--- src/rtl/fpu_pkg.sv ---
// Types and sizing shared by the FP adder sequencer and the adder datapath.
package fpu_pkg;

    localparam int EXP_W     = 8;
    localparam int ALIGN_MAX = 26;
    localparam int NORM_MAX  = 24;
    localparam int LZ_W      = 5;
    localparam int CNT_W     = 5;

    typedef enum logic [2:0] {
        ST_IDLE  = 3'd0,
        ST_ALIGN = 3'd1,
        ST_ADD   = 3'd2,
        ST_NORM  = 3'd3,
        ST_ROUND = 3'd4,
        ST_RCHK  = 3'd5,
        ST_DONE  = 3'd6
    } fpu_add_state_e;

endpackage

--- src/rtl/fpu_shift_sat.sv ---
// Magnitude of the signed exponent difference, saturated to the widest useful
// alignment shift. The most negative difference has no positive twin, so the
// magnitude is formed one bit wider before saturating.
module fpu_shift_sat
    import fpu_pkg::*;
(
    input  logic [EXP_W-1:0] diff_i,
    output logic [EXP_W-1:0] shift_o
);

    logic [EXP_W:0] mag;

    always_comb begin
        if (diff_i[EXP_W-1]) begin
            mag = {1'b0, ~diff_i} + (EXP_W+1)'(1);
        end else begin
            mag = {1'b0, diff_i};
        end

        if (mag > (EXP_W+1)'(ALIGN_MAX)) begin
            shift_o = EXP_W'(ALIGN_MAX);
        end else begin
            shift_o = mag[EXP_W-1:0];
        end
    end

endmodule

--- src/rtl/fpu_add_sequencer.sv ---
// Multi-cycle control sequencer for the single-precision FP add/subtract datapath.
// Define FPU_ADD_SEQ_FASTNORM_EN for single-step leading-zero normalization.
//
//   state | meaning
//   IDLE  | waiting for start; all controls low
//   ALIGN | select larger operand, right-shift smaller mantissa, load fractions
//   ADD   | mantissa add/subtract
//   NORM  | normalize: right shift on carry, left shift until hidden bit set
//   ROUND | apply rounding
//   RCHK  | fix up a rounding carry (may overflow to infinity)
//   DONE  | one-cycle completion, load result
module fpu_add_sequencer
    import fpu_pkg::*;
(
    input  logic             clk,
    input  logic             rst_n,
    input  logic             start,
    input  logic [EXP_W-1:0] expDiff,
    input  logic             sumZero,
    input  logic             sumOvf,
    input  logic             hiddenBit,
    input  logic             expMin,
    input  logic             expMax,
    input  logic             roundCarry,
    input  logic [LZ_W-1:0]  lzCount,
    output logic             busy,
    output logic             done,
    output logic             ovf,
    output logic             swapSel,
    output logic [EXP_W-1:0] alignShift,
    output logic             fracLoad,
    output logic             aluEn,
    output logic             roundEn,
    output logic             resultLoad,
    output logic             shiftR,
    output logic             shiftL,
    output logic             expInc,
    output logic             expDec,
    output logic [LZ_W-1:0]  normShift
);

    fpu_add_state_e   state_q, state_d;
    logic [EXP_W-1:0] exp_diff_q, exp_diff_d;
    logic             ovf_q, ovf_d;
    logic [EXP_W-1:0] align_sat;

`ifdef FPU_ADD_SEQ_FASTNORM_EN
    logic unused_iter;
    assign unused_iter = hiddenBit ^ expMin;
`else
    logic [CNT_W-1:0] norm_cnt_q, norm_cnt_d;
    logic             unused_lz;
    assign unused_lz = ^lzCount;

    always_ff @(posedge clk or negedge rst_n) begin
        if (!rst_n) begin
            norm_cnt_q <= '0;
        end else begin
            norm_cnt_q <= norm_cnt_d;
        end
    end
`endif

    fpu_shift_sat u_shift_sat (
        .diff_i  (exp_diff_q),
        .shift_o (align_sat)
    );

    always_ff @(posedge clk or negedge rst_n) begin
        if (!rst_n) begin
            state_q    <= ST_IDLE;
            exp_diff_q <= '0;
            ovf_q      <= 1'b0;
        end else begin
            state_q    <= state_d;
            exp_diff_q <= exp_diff_d;
            ovf_q      <= ovf_d;
        end
    end

    always_comb begin
        state_d    = state_q;
        exp_diff_d = exp_diff_q;
        ovf_d      = ovf_q;
`ifndef FPU_ADD_SEQ_FASTNORM_EN
        norm_cnt_d = norm_cnt_q;
`endif
        busy       = (state_q != ST_IDLE);
        done       = 1'b0;
        swapSel    = 1'b0;
        alignShift = '0;
        fracLoad   = 1'b0;
        aluEn      = 1'b0;
        roundEn    = 1'b0;
        resultLoad = 1'b0;
        shiftR     = 1'b0;
        shiftL     = 1'b0;
        expInc     = 1'b0;
        expDec     = 1'b0;
        normShift  = '0;

        case (state_q)
            ST_IDLE: begin
                if (start) begin
                    exp_diff_d = expDiff;
                    ovf_d      = 1'b0;
                    state_d    = ST_ALIGN;
                end
            end

            ST_ALIGN: begin
                swapSel    = exp_diff_q[EXP_W-1];
                alignShift = align_sat;
                fracLoad   = 1'b1;
                state_d    = ST_ADD;
            end

            ST_ADD: begin
                aluEn = 1'b1;
`ifndef FPU_ADD_SEQ_FASTNORM_EN
                norm_cnt_d = '0;
`endif
                state_d = ST_NORM;
            end

            // A zero sum bypasses rounding; a carry needs one right shift.
            ST_NORM: begin
                if (sumZero) begin
                    state_d = ST_DONE;
                end else if (sumOvf) begin
                    shiftR = 1'b1;
                    expInc = 1'b1;
                    if (expMax) begin
                        ovf_d   = 1'b1;
                        state_d = ST_DONE;
                    end else begin
                        state_d = ST_ROUND;
                    end
                end else begin
`ifdef FPU_ADD_SEQ_FASTNORM_EN
                    if (lzCount != '0) begin
                        shiftL    = 1'b1;
                        expDec    = 1'b1;
                        normShift = lzCount;
                    end
                    state_d = ST_ROUND;
`else
                    if (!hiddenBit && !expMin && (norm_cnt_q < CNT_W'(NORM_MAX))) begin
                        shiftL     = 1'b1;
                        expDec     = 1'b1;
                        norm_cnt_d = norm_cnt_q + CNT_W'(1);
                    end else begin
                        state_d = ST_ROUND;
                    end
`endif
                end
            end

            ST_ROUND: begin
                roundEn = 1'b1;
                state_d = ST_RCHK;
            end

            ST_RCHK: begin
                if (roundCarry) begin
                    shiftR = 1'b1;
                    expInc = 1'b1;
                    if (expMax) begin
                        ovf_d = 1'b1;
                    end
                end
                state_d = ST_DONE;
            end

            ST_DONE: begin
                done       = 1'b1;
                resultLoad = 1'b1;
                ovf_d      = 1'b0;
                state_d    = ST_IDLE;
            end

            default: begin
                state_d = ST_IDLE;
            end
        endcase
    end

    assign ovf = ovf_q;

endmodule

--- config.mk ---
export PLATFORM = sky130hd
export DESIGN_NAME = fpu_add_sequencer
export DESIGN_NICKNAME = d
export VERILOG_FILES = /design/src/rtl/fpu_pkg.sv /design/src/rtl/fpu_shift_sat.sv /design/src/rtl/fpu_add_sequencer.sv
export SDC_FILE = /design/constraint.sdc
export NUM_CORES = 1
export LEC_CHECK = 0
export BUFFER_PORTS_ARGS = -buffer_cell sky130_fd_sc_hd__buf_2
export CAP_MARGIN = 10
export CORE_UTILIZATION = 47
export DETAILED_ROUTE_END_ITERATION = 10
export PLACE_DENSITY = 0.8
export RECOVER_POWER = 25
export SYNTH_ARGS = -nofsm -noshare
export SYNTH_HDL_FRONTEND = slang
export SYNTH_SLANG_ARGS = --single-unit
--- constraint.sdc ---
create_clock -name clk -period 2.3 [get_ports clk]
set_clock_uncertainty 0.1 [all_clocks]
set_input_delay 0.345 -clock clk [delete_from_list [all_inputs] [get_ports clk]]
set_output_delay 0.345 -clock clk [all_outputs]
set_load 0.01 [all_outputs]
==> impl_metrics.env <==
export IMPL_internal_power_mw=0.914
export IMPL_gp_congestion=0.757
export IMPL_grt_max_degree=18
export IMPL_clockBufferDepth=2
export IMPL_h_tree_depth=1
export IMPL_firstDrtPassIters=4
export IMPL_hold_viol=0
export IMPL_hp_class="in2reg"
export IMPL_switching_power_mw=0.685
export IMPL_cts_tree="yes"
export IMPL_combPwrFrac_pct=56.6
export IMPL_fmax_mhz=389
export IMPL_initial_core_util_pct=51.2
export IMPL_yosysMostFrequentCell="dfrtp_1"
export IMPL_synth_largest_area_cell="dfrtp_1"
export IMPL_r2r_setup_slack_ns=0.45
export IMPL_vias=1007
export IMPL_seq_power_share_pct=33.4
export IMPL_final_setup_viol_count=5
export IMPL_yosysWarningCount=0
export IMPL_swShare_pct=42.8
export IMPL_drive_gt1_share_pct=35.4
export IMPL_rsz0062_at_grt="true"
export IMPL_synth_compound_area_share_pct=13.2
export IMPL_fp_dieW_microns=51.6
export IMPL_postSynthAreaPerCell_sq_um=9.39
export IMPL_antenna_found_initial=0
export IMPL_grt_pass1_vias=962
export IMPL_coreArea_sq_um=2250
export IMPL_clockRootBuffer="clkbuf_4"
export IMPL_worstHoldEndpoint="exp_diff_q[0]"
export IMPL_synth_top_family_by_area="simple AND/OR/NAND/NOR gates"
export IMPL_crit_path_max_fanout=5
export IMPL_worst_slew_pin_slew_ns=0.926
export IMPL_status="finished with violations"
export IMPL_synth_xor_area_share_pct=3.03
export IMPL_clk_pin_slew_worst_paths_ns=0.10
export IMPL_core_rowCount=17
export IMPL_die_y_microns=51.6
export IMPL_critPathCaptureType="primary output"
export IMPL_cellPowerDensity_nw_per_um2=1150
export IMPL_failed_checks="negative setup slack"
export IMPL_synth_flop_cell="dfrtp_1"
export IMPL_synth_simple_area_share_pct=27.0
export IMPL_dp_hpwl_microns=1840
export IMPL_min_path_cells=3
export IMPL_clkSinkCount=17
export IMPL_synth_cells=123
export IMPL_r2r_start="state_q[1]"
export IMPL_fp_dieArea_sq_um=2660
export IMPL_num_fill_cells=206
export IMPL_async_flop_share_pct=100
export IMPL_synth_fa_ha_area_share_pct=2.17
export IMPL_synth_area_sq_um=1150
export IMPL_worstReg2RegEnd="exp_diff_q[3]"
export IMPL_crit_arrival_ns=2.13
export IMPL_period_share_pct=112
export IMPL_reg2reg_depth=3
export IMPL_grt_pass1_wl_microns=4070
export IMPL_power_frac_clock_pct=10.0
export IMPL_ys_top_cells_by_count="dfrtp_1, buf_4, a21oi_1, nand2_1"
export IMPL_critPathKind="reg2out"
export IMPL_ant_nets=0
export IMPL_io_pins=47
export IMPL_wl_per_cell_microns=12.4
export IMPL_cp_required_ns=1.86
export IMPL_ys_top_cells_by_area="dfrtp_1, buf_4, mux2_1"
export IMPL_relSlewSlack_pct=38.3
export IMPL_overflow=0
export IMPL_cp_start_kind="flip-flop"
export IMPL_drtIter0Drc=15
export IMPL_synthMuxAreaShare_pct=6.72
export IMPL_synth_seq_cells=17
export IMPL_numCtsBuffers=3
export IMPL_setup_ws_ns=-0.273
export IMPL_fin_area_sq_um=1390
export IMPL_synth_top_area_share_pct=36.8
export IMPL_clkLatencyLatePin_ns=0.29
export IMPL_fin_crit_ns=2.57
export IMPL_nets=186
export IMPL_place_area_sq_um=1330
export IMPL_viasPerCell=5.33
export IMPL_syn_to_final_growth_pct=20.5
export IMPL_portBuffers=33
export IMPL_drv_cap=0
export IMPL_vdd_drop_max_uv=796
export IMPL_diodes=0
export IMPL_drc_errors=0
export IMPL_drv_slew=0
export IMPL_hold_start="expDiff[0]"
export IMPL_synth_edff_count=0
export IMPL_synth_seq_area_share_pct=36.8
export IMPL_grt_usage_pct=20.2
export IMPL_p_leak_nw=0.693
export IMPL_wl_microns=2350
export IMPL_synthDistinctLibCells=48
export IMPL_dp_worst_setup_slack_ns=-0.00184
==> state kept, by name, indices dropped and copies added (netlist names) <==
name,cells
exp_diff_q,8
norm_cnt_q,5
state_q,3
ovf,1
==> area by class of cell <==
type	instances	area [sq um]	area share, %
Clock inverter	1	5.00	0.360
Sequential cell	17	425	30.6
Tap cell	28	35.0	2.52
Inverter	6	25.0	1.80
Timing Repair Buffer	41	230	16.5
Clock buffer	3	22.5	1.62
Multi-Input combinational cell	93	648	46.6
==> worst max-delay path, stage by stage (launching register included) <==
cell and delay [ns]:
dfrtp_1 0.40, or4_4 0.55, o2111ai_2 0.16, or3b_4 0.43
and4_1 0.16, buf_2 0.13
==> placed cells by master (no fill, tap or decap), drive strengths merged, types with 2 or more instances in the layout <==
cell / n
xor2: 3
clkinv: 2
clkbuf: 4
nor2b: 7
a21oi: 8
and3: 4
a31o: 2
nand3b: 2
conb: 8
nor2: 8
nor3: 2
and2: 3
ha: 2
nand4: 3
mux2: 6
o21ai: 4
or3b: 2
o31ai: 2
buf: 39
inv: 5
dfrtp: 17
nand3: 2
nand2: 9
==> power by group through the flow <==
| stage | registers (mW) | logic [mW] | clock network (mW) |
|---|---|---|---|
| after global placement | 0.528 | 0.805 | 0 |
| after floorplan | 0.502 | 0.635 | 0 |
| final | 0.533 | 0.905 | 0.160 |
| after CTS | 0.531 | 0.904 | 0.167 |
| after global routing | 0.552 | 0.991 | 0.177 |
| after detailed placement | 0.535 | 0.849 | 0 |
==> logic make-up after synthesis <==
kind of cell / count (synthesis)
adders and majority gates: 2
other: 1
and+or+nand+nor: 50
AOI/OAI and AO/OA: 22
xor gates and xnor gates: 4
muxes: 7
buffers and inverters: 20
DFF: 17
==> how the worst max path moves through the flow <==
stage                   from            end  cells past startpoint
2_1_floorplan  exp_diff_q[1]  alignShift[1]                      4
3_3_place_gp   exp_diff_q[0]  alignShift[0]                      5
3_5_place_dp   exp_diff_q[1]  alignShift[0]                      8
4_1_cts        exp_diff_q[1]  alignShift[2]                      5
5_1_grt        exp_diff_q[1]  alignShift[0]                      5
6_report       exp_diff_q[1]  alignShift[0]                      5
==> layer usage <==
layer | share of wire, % | track usage (%) | routed length (microns)
met5 | 0 | 0 | 0
met3 | 3.2 | 1.75 | 75
met4 | 1.1 | 8.11 | 26
met1 | 43 | 23.2 | 1010
met2 | 53 | 38.1 | 1240
==> per-stage QoR <==
step           setup TNS, ns  cells  power (mW)  util, %  hold WS [ns]
2_1_floorplan              0    130        1.14        -       -0.0506
3_3_place_gp               0    183        1.33     58.8         0.183
3_5_place_dp        -0.00184    183        1.38     58.8         0.192
4_1_cts                -1.30    189        1.60     61.8         0.156
5_1_grt                -1.61    189        1.72     61.7         0.154
6_report               -1.27    189        1.60     61.7         0.162
==> what timing repair did <==
action / CTS / global route
setup buffers: 1 / 0
gates resized for setup: 6 / 0
hold buffers: 1 / 0
hold endpoints to repair: 17 / 0
pin swaps: 4 / 1
endpoints found under the setup margin: 5 / 5
Note: power is estimated with default switching activity, not from simulation.
